**config.mk**
```make
export PLATFORM = sky130hd
export DESIGN_NAME = sync_fifo_param
export DESIGN_NICKNAME = d
export VERILOG_FILES = /design/src/rtl/sync_fifo_param_pkg.sv /design/src/rtl/sync_fifo_mem.sv /design/src/rtl/sync_fifo_param.sv
export SDC_FILE = /design/constraint.sdc
export NUM_CORES = 2
export LEC_CHECK = 0
export CAP_MARGIN = 10
export CORE_MARGIN = 2
export CORE_UTILIZATION = 45
export DETAILED_ROUTE_END_ITERATION = 7
export GPL_TIMING_DRIVEN = 0
export PLACE_DENSITY = 0.56
export SYNTH_ARGS = -nofsm -noshare
export SYNTH_HDL_FRONTEND = slang
export SYNTH_HIERARCHICAL = 1
export SYNTH_SLANG_ARGS = --single-unit
```
**constraint.sdc**
```tcl
create_clock -name clk -period 5.07 [get_ports clk]
set_input_delay 1.014 -clock clk [delete_from_list [all_inputs] [get_ports clk]]
set_output_delay 1.014 -clock clk [all_outputs]
set_load 0.01 [all_outputs]
```
**src/rtl/sync_fifo_param_pkg.sv**
```systemverilog
// Shared constants and helpers for the parametrised synchronous FIFO.
// Latency: n/a (package only).
// Backpressure: n/a (package only).
//
// Holds the default parameter values, the address/count width derivation
// and the packed status-flag bundle used by sync_fifo_param.
package sync_fifo_param_pkg;

    // Default geometry and thresholds.
    localparam int unsigned DEF_WIDTH        = 32;
    localparam int unsigned DEF_DEPTH        = 64;
    localparam int unsigned DEF_AFULL_MARGIN = 4;   // afull threshold = DEPTH - margin
    localparam int unsigned DEF_AEMPTY_TH    = 4;

    // Address width for a power-of-two depth; never returns 0 so that the
    // pointer always has at least one address bit below the wrap bit.
    function automatic int unsigned fifo_addr_w(input int unsigned depth);
        return (depth < 2) ? 1 : $clog2(depth);
    endfunction

    // Pointer / count width: one extra bit over the address (wrap bit).
    function automatic int unsigned fifo_cnt_w(input int unsigned depth);
        return fifo_addr_w(depth) + 1;
    endfunction

    // Registered status flags, all derived from next-state count/pointers.
    typedef struct packed {
        logic wfull;
        logic rempty;
        logic afull;
        logic aempty;
    } fifo_stat_t;

    localparam fifo_stat_t FIFO_STAT_RST = '{
        wfull  : 1'b0,
        rempty : 1'b1,
        afull  : 1'b0,
        aempty : 1'b1
    };

endpackage

```
**src/rtl/sync_fifo_mem.sv**
```systemverilog
// Simple dual-port flip-flop array: one write port, one registered read port.
// Latency: read data appears on rdata_o one cycle after re_i.
// Backpressure: none; the owner guarantees legal accesses.
//
// Ports:
//   clk, rst_n          clock and async active-low reset (read register only)
//   we_i/waddr_i/wdata_i write port
//   re_i/raddr_i         read request and address
//   rdata_o              registered read data, holds when re_i is low
//
// A same-cycle read and write of one address returns the new write data.
// The array itself is not reset so it can be swapped for an SRAM macro.
module sync_fifo_mem
    import sync_fifo_param_pkg::*;
#(
    parameter int unsigned WIDTH = DEF_WIDTH,
    parameter int unsigned DEPTH = DEF_DEPTH,
    localparam int unsigned ADDR_W = fifo_addr_w(DEPTH)
) (
    input  logic              clk,
    input  logic              rst_n,
    input  logic              we_i,
    input  logic [ADDR_W-1:0] waddr_i,
    input  logic [WIDTH-1:0]  wdata_i,
    input  logic              re_i,
    input  logic [ADDR_W-1:0] raddr_i,
    output logic [WIDTH-1:0]  rdata_o
);

    logic [WIDTH-1:0] mem_q [DEPTH];
    logic [WIDTH-1:0] rdata_q;
    logic [WIDTH-1:0] rdata_d;

    always_ff @(posedge clk) begin
        if (we_i) begin
            mem_q[waddr_i] <= wdata_i;
        end
    end

    // Write-first forwarding: the array update and the read register load
    // happen on the same edge, so a colliding read must take wdata_i.
    always_comb begin
        rdata_d = rdata_q;
        if (re_i) begin
            if (we_i && (waddr_i == raddr_i)) begin
                rdata_d = wdata_i;
            end else begin
                rdata_d = mem_q[raddr_i];
            end
        end
    end

    always_ff @(posedge clk or negedge rst_n) begin
        if (!rst_n) begin
            rdata_q <= '0;
        end else begin
            rdata_q <= rdata_d;
        end
    end

    assign rdata_o = rdata_q;

endmodule

```
**src/rtl/sync_fifo_param.sv**
```systemverilog
// Single-clock parametrised FIFO with count, almost-full/empty, flush, sticky errors.
// Latency: 1 cycle from rinc to rdata/rvalid (FWFT build: head word always presented).
// Backpressure: writes dropped while wfull (sets overflow), reads dropped while rempty (sets underflow).
//
// Ports:
//   clk, rst_n     clock, async active-low reset
//   clear          synchronous flush, priority over winc/rinc
//   winc, wdata    write request and data; wfull reports full
//   rinc           read request (pop acknowledge in FWFT build)
//   rdata, rvalid  read data and its qualifier; rempty reports empty
//   count          occupancy 0..DEPTH
//   afull, aempty  count >= AFULL_TH / count <= AEMPTY_TH
//   overflow       sticky: write attempted while full
//   underflow      sticky: read attempted while empty
//
// Build option: define SYNC_FIFO_FWFT_EN for first-word-fall-through reads.
// DEPTH must be a power of two and at least 2.
module sync_fifo_param
    import sync_fifo_param_pkg::*;
#(
    parameter int unsigned WIDTH     = DEF_WIDTH,
    parameter int unsigned DEPTH     = DEF_DEPTH,
    parameter int unsigned AFULL_TH  = DEPTH - DEF_AFULL_MARGIN,
    parameter int unsigned AEMPTY_TH = DEF_AEMPTY_TH
) (
    input  logic                   clk,
    input  logic                   rst_n,
    input  logic                   clear,
    input  logic                   winc,
    input  logic [WIDTH-1:0]       wdata,
    output logic                   wfull,
    input  logic                   rinc,
    output logic [WIDTH-1:0]       rdata,
    output logic                   rvalid,
    output logic                   rempty,
    output logic [$clog2(DEPTH):0] count,
    output logic                   afull,
    output logic                   aempty,
    output logic                   overflow,
    output logic                   underflow
);

    localparam int unsigned ADDR_W = fifo_addr_w(DEPTH);
    localparam int unsigned CNT_W  = fifo_cnt_w(DEPTH);

    localparam logic [CNT_W-1:0] AFULL_LIM  = CNT_W'(AFULL_TH);
    localparam logic [CNT_W-1:0] AEMPTY_LIM = CNT_W'(AEMPTY_TH);

    // ------------------------------------------------------------------
    // State
    // ------------------------------------------------------------------
    logic [CNT_W-1:0] wptr_q, wptr_d;
    logic [CNT_W-1:0] rptr_q, rptr_d;
    logic [CNT_W-1:0] count_q, count_d;
    fifo_stat_t       stat_q, stat_d;
    logic             ovf_q, ovf_d;
    logic             udf_q, udf_d;

    // Accept decisions use registered flags only; no same-cycle bypass.
    logic wr_ok, rd_ok;
    logic wr_en, rd_en;

    assign wr_ok = winc & ~stat_q.wfull;
    assign rd_ok = rinc & ~stat_q.rempty;

    // Flush wins over both ports.
    assign wr_en = wr_ok & ~clear;
    assign rd_en = rd_ok & ~clear;

    // ------------------------------------------------------------------
    // Next-state pointers, count and flags
    // ------------------------------------------------------------------
    logic [CNT_W-1:0] wr_inc, rd_inc;

    assign wr_inc = {{(CNT_W-1){1'b0}}, wr_en};
    assign rd_inc = {{(CNT_W-1){1'b0}}, rd_en};

    always_comb begin
        wptr_d  = wptr_q;
        rptr_d  = rptr_q;
        count_d = count_q;
        stat_d  = stat_q;
        ovf_d   = ovf_q;
        udf_d   = udf_q;

        if (clear) begin
            wptr_d  = '0;
            rptr_d  = '0;
            count_d = '0;
            stat_d  = FIFO_STAT_RST;
            ovf_d   = 1'b0;
            udf_d   = 1'b0;
        end else begin
            // Pointers wrap modulo 2*DEPTH through natural CNT_W overflow.
            wptr_d  = wptr_q + wr_inc;
            rptr_d  = rptr_q + rd_inc;
            count_d = count_q + wr_inc - rd_inc;

            // Full: same slot, opposite lap. Empty: identical pointers.
            stat_d.wfull  = (wptr_d[ADDR_W-1:0] == rptr_d[ADDR_W-1:0]) &&
                            (wptr_d[ADDR_W] != rptr_d[ADDR_W]);
            stat_d.rempty = (wptr_d == rptr_d);
            stat_d.afull  = (count_d >= AFULL_LIM);
            stat_d.aempty = (count_d <= AEMPTY_LIM);

            ovf_d = ovf_q | (winc & stat_q.wfull);
            udf_d = udf_q | (rinc & stat_q.rempty);
        end
    end

    always_ff @(posedge clk or negedge rst_n) begin
        if (!rst_n) begin
            wptr_q  <= '0;
            rptr_q  <= '0;
            count_q <= '0;
            stat_q  <= FIFO_STAT_RST;
            ovf_q   <= 1'b0;
            udf_q   <= 1'b0;
        end else begin
            wptr_q  <= wptr_d;
            rptr_q  <= rptr_d;
            count_q <= count_d;
            stat_q  <= stat_d;
            ovf_q   <= ovf_d;
            udf_q   <= udf_d;
        end
    end

    // ------------------------------------------------------------------
    // Storage and read path
    // ------------------------------------------------------------------
    logic              mem_re;
    logic [ADDR_W-1:0] mem_raddr;
    logic [WIDTH-1:0]  mem_rdata;

`ifdef SYNC_FIFO_FWFT_EN
    // Prefetch register tracks the head of the next cycle: it reloads from
    // the next read pointer every cycle, so a pop advances to the following
    // word and a write into an empty FIFO is forwarded straight in.
    // During a flush the register simply holds.
    assign mem_re    = ~clear;
    assign mem_raddr = rptr_d[ADDR_W-1:0];
    assign rvalid    = ~stat_q.rempty;
`else
    logic rvalid_q, rvalid_d;

    assign mem_re    = rd_en;
    assign mem_raddr = rptr_q[ADDR_W-1:0];
    assign rvalid_d  = rd_en;

    always_ff @(posedge clk or negedge rst_n) begin
        if (!rst_n) begin
            rvalid_q <= 1'b0;
        end else begin
            rvalid_q <= rvalid_d;
        end
    end

    assign rvalid = rvalid_q;
`endif

    sync_fifo_mem #(
        .WIDTH (WIDTH),
        .DEPTH (DEPTH)
    ) u_mem (
        .clk     (clk),
        .rst_n   (rst_n),
        .we_i    (wr_en),
        .waddr_i (wptr_q[ADDR_W-1:0]),
        .wdata_i (wdata),
        .re_i    (mem_re),
        .raddr_i (mem_raddr),
        .rdata_o (mem_rdata)
    );

    // ------------------------------------------------------------------
    // Outputs
    // ------------------------------------------------------------------
    assign rdata     = mem_rdata;
    assign count     = count_q;
    assign wfull     = stat_q.wfull;
    assign rempty    = stat_q.rempty;
    assign afull     = stat_q.afull;
    assign aempty    = stat_q.aempty;
    assign overflow  = ovf_q;
    assign underflow = udf_q;

endmodule

```
# Word level (Yosys, flattened, before mapping)
# Memories as Yosys holds them, arrays and structs flattened. A register that Yosys moved wholly into a read port is not among the register bits.
# Cells that the tools add are included.
[totals]
ramBits = 2048
inputBits = 37
mem_count = 1
word_cells = 41
regBits = 28
[op_classes]
eq_ne = 3
add_sub_neg = 4
bitwise_logic = 11
order_cmp = 2
reduce_logical = 2
n_mux = 8
[memory_table]
columns = ["memory", "words", "word_bits", "read_ports", "rd_ports_with_merged_regs", "wr", "line_no", "text"]
rows = [
  ["u_mem.mem_q", 64, 32, 1, 1, 1, "sync_fifo_mem.sv:30", "logic [WIDTH-1:0] mem_q [DEPTH];"],
]
[op_table]
columns = ["operator", "count"]
rows = [
  ["7-bit by 1-bit adder with 7-bit output", 3],
  ["7-bit two-way mux", 3],
  ["7-bit == test", 1],
  ["7-bit by 6-bit >= comparator with 1-bit output, second input constant", 1],
  ["7-bit by 3-bit less-or-equal comparator with 1-bit output, second input constant", 1],
  ["7-bit by 1-bit subtractor with 7-bit output", 1],
  ["1-bit AND", 6],
  ["6-bit == test", 1],
  ["1-bit two-way mux", 4],
  ["4-bit two-way mux", 1],
  ["1-bit NOT", 3],
  ["1-bit bitwise OR", 2],
  ["1-bit logical AND", 1],
  ["1-bit logical NOT", 1],
  ["1-bit != test", 1],
]

# Depth between registers and ports, before layout
[depth]
word_depth = 7
depth_mapped = 14
ltp_nobuf = 12

# Modules after synthesis
# Netlist, hierarchy kept.
[by_module_without_submodules]
columns = ["mod", "area_per_inst_um2", "instances", "cells_per_inst", "seq_area_each_um2"]
rows = [
  ["sync_fifo_mem", 79085.8, 1, 3442, 62299.8],
  ["sync_fifo_param", 1535.2, 1, 151, 703.2],
]

# Worst setup path after synthesis
# No wires, ideal clock.
[synth_path]
path_type = "input port to flip-flop"
from = "input clear"
to = "memory u_mem/mem_q[48][0] in the netlist's numbering (enable)"
setup_ps = 461
t_arrival_ps = 4316
t_required_ps = 4609
path_stages = 5
path_buffers = 0
path_slack_ps = 293
path_cell_list = "or3b_2 > inv_1 > nand3_1 > or3_1 > nor3_1"
[synth_between]
elab_chain_len = 4
[synth_rtl]
columns = ["element", "line_no", "text"]
rows = [
  ["start: declaration", "sync_fifo_param.sv:28", "input logic clear,"],
  ["1-bit NOT", "sync_fifo_param.sv:67", "assign wr_en = wr_ok & ~clear;"],
  ["1-bit AND", "sync_fifo_param.sv:67", ""],
  ["via wr_en", "sync_fifo_param.sv:61", "logic wr_en, rd_en;"],
  ["1-bit two-way mux", "sync_fifo_mem.sv:35", "if (we_i) begin"],
  ["1-bit two-way mux (not written as such)", "sync_fifo_mem.sv:36", "mem_q[waddr_i] <= wdata_i;"],
  ["end: declaration", "sync_fifo_mem.sv:30", ""],
]
# The timed path passes the listed nets, and every way through them passes these cells.

==> out/qor.yml <==
syn_area_per_cell_um2: 22.4
final_nets: 4040
grt_pass1_vias: 39700
cp_slowest_cell: "a21oi_1"
drt_wl_total_mm: 227
num_vias: 39900
io_pins: 83
grt_pass1_wl_mm: 316
chipWidth_um: 427
ir_drop_v: 0.000339
cts.sinks: 2108
synthArstFlopShare_pct: 2.85
worstMarginPinSlew_ns: 1.37
relSlewSlack_pct: 8.98
hold_class: "in -> reg"
dpl-instance-area_um2: 86900
syn_to_final_growth_pct: 16.1
p_per_area_nw_per_um2: 390
ff_latch_area_um2: 63000
hold_viol_final: 0
ys.warnings.count: 6
crit_top_cell: "clkbuf_1"
setup_viol: 0
clock_latency_ns: 0.86
syn_area_um2: 80600
synth_edf_count: 2048
drive_above_1_share_pct: 26.9
drt_pass1_iterations: 5
die_h_um: 427
path_max_fanout: 10
htreeDepth: 4
viasPerCell: 6.11
wire_per_inst_um: 34.8
drc: 0
fp.dieArea_um2: 183000
rsz0062_at_grt: "false"
multi_input_area_um2: 17000
total_power_w: 0.0365
cts_root_buf: "clkbuf_16"
power_leakage_nw: 28.5
port_buffers: 82
critPathArrivalTime_ns: 5.45
finClkSkew_ns: 0.0240
status: "complete, no violations"
place_hpwl_mm: 153
crit_chain: "buf_2 > nor2_1 > clkbuf_1 > buf_8 > clkbuf_1 > a22oi_1 > a21oi_1 > o41ai_2 > a31oi_1"
cts_setup_buffers: 0
min_period_over_period_pct: 92.5
grt_overflow_total: 0
crit_required_ns: 5.84
cts_buffers: 211
finalCriticalPeriod_ns: 4.69
synth_cells: 3593
synth_seq_cells: 2108
core_area_um2: 178000
cts_resized: 0
start_util_pct: 45.2
nFillCells: 13700
final_cell_area_um2: 93600
grt_max_degree: 66
cts_tree: "done"
startpoint_type: "flop"
ys.flop_type: "edfxtp_1"
grt.total_usage_pct: 25.1
clockBufferDepth: 3
syn_nets: 3642
crit_type: "reg -> reg"
finalWeightedCongestion: 0.855
postRouteAntennaNets: 0
drt_iter0_drc: 5113
fp-row-count: 155
max_freq_ghz: 0.213
drv_slew: 0
seq_area_frac_synth_pct: 78.1
maxCapViolations: 0
clkTransAtPathRegs_ns: 0.06
critPathMaxStageDelay_ns: 1.09
antenna_found_initial: 11
critPathCaptureType: "flop"
synth_cell_type_count: 56
==> cells in the final DEF, fill, tap and decap left out, types with 58 or more instances in the layout <==
master,n
edfxtp_1,2048
a22oi_1,228
nor2_4,62
clkbuf_1,140
buf_12,58
mux4_2,511
buf_2,61
a21oi_1,119
dfrtp_1,58
clkbuf_16,213
nor2_1,61
==> final timing paths <==
check / startpoint / to / slack, ns / depth (start not counted)
setup reg to reg: rptr_q[3] / u_mem/rdata_o[2] / 0.38 / 9
hold / removal: wdata[16] / u_mem/mem_q[42][16] / 0.45 / 1
max in group asynchronous: rst_n / u_mem/rdata_o[6] / 3.98 / 3
setup / recovery: rptr_q[3] / u_mem/rdata_o[2] / 0.38 / 9
min in group asynchronous: rst_n / count[1] / 0.52 / 2
hold reg to reg: underflow / underflow / 0.50 / 2
==> synth_stat cells (2+ instances only) <==
library cell	count	area, um2
mux2i_1	30	300
nor3b_1	5	37.5
nand3b_1	2	15.0
o21ai_0	7	35.0
o41ai_2	28	455
nand3_1	16	80.1
buf_6	14	158
clkbuf_1	88	330
nor2_1	123	462
a311oi_1	2	17.5
buf_1	34	128
or2_2	3	18.8
buf_2	43	215
or4_1	3	22.5
a21boi_0	2	15.0
mux4_2	511	11500
or3_1	5	31.3
a31oi_1	35	219
dfstp_2	2	52.6
a2111oi_0	2	17.5
nand2b_1	10	62.6
inv_1	18	67.6
and2_1	2	12.5
ha_1	11	138
nand4_1	2	12.5
xor2_1	8	70.1
nor4_1	2	12.5
buf_4	29	218
edfxtp_1	2048	61500
o221ai_1	2	17.5
or3b_2	2	17.5
o22ai_1	9	56.3
nor3_1	4	20.0
xnor2_1	14	123
a22oi_1	228	1710
nand2_1	41	154
dfrtp_1	58	1450
nor2b_1	12	75.1
o2111ai_1	3	26.3
a21oi_1	119	596
==> layer usage <==
layer | vias up | part of all wire, % | global-route usage [%]
li1 | 16200 | - | -
met3 | 342 | 7.2 | 4.73
met1 | 21800 | 41 | 35.2
met2 | 1586 | 48 | 40.0
met5 | - | 0.0057 | 0
met4 | 2 | 3.5 | 8.56
==> per-stage QoR <==
step	hold slack (ns)	setup slack, ns	TNS, ns	utilization [%]	std cells
after floorplan	0.523	0.293	0	-	3593
after global placement	0.485	-3.45	-2506.07	47.3	6030
after detailed placement	0.491	0.111	0	48.8	6131
after CTS	0.397	0.381	0	52.5	6513
after global routing	0.427	0.392	0	52.5	6516
final	0.453	0.380	0	52.5	6520
==> cell type report <==
type / instances / area share, %
inverters: 19 / 0.0762
multi-input cells: 1258 / 18.1
repair buffers: 185 / 3.09
clock buffers: 268 / 5.95
well taps: 2355 / 3.15
flip-flops and latches: 2108 / 67.3
diodes: 6 / 0.0160
clock inverters: 113 / 1.12
plain buffers: 208 / 1.12
==> timing repair <==
| item | 4_1_cts | 5_1_grt |
|---|---|---|
| hold endpoints to repair | 5 | 0 |
| setup endpoints to repair | 0 | 0 |
| hold buffers | 1 | 0 |
==> power by group <==
group          internal [W]  switching, W  total (W)  leakage, nW
logic              0.000802       0.00108    0.00189         6.10
registers            0.0193      0.000220     0.0195         19.1
clock network       0.00847       0.00662     0.0151         3.22
==> state kept, by name, indices dropped and copies added, names as in the netlist <==
name,count
wfull,1
u_mem/rdata_o,32
rempty,1
wptr_q,7
u_mem/mem_q,2048
count,7
underflow,1
afull,1
rvalid,1
overflow,1
aempty,1
rptr_q,7
==> kinds of logic after synthesis <==
family | Yosys count | synth area share [%]
buf+inv | 227 | 1.39
flops | 2108 | 78.1
compound gates | 448 | 4.05
xor+xnor | 23 | 0.267
fa+ha+maj | 12 | 0.196
simple gates | 233 | 1.29
mux | 542 | 14.7
==> critical path, delay by kind of cell (launching register included) <==
family / cells / cell delay, ns
AO/OA/AOI/OAI: 4 / 1.68
buffers and inverters: 4 / 1.51
flip-flops: 1 / 0.48
AND/OR/NAND/NOR: 1 / 0.90
No activity file was read; power rests on OpenSTA's default activity.
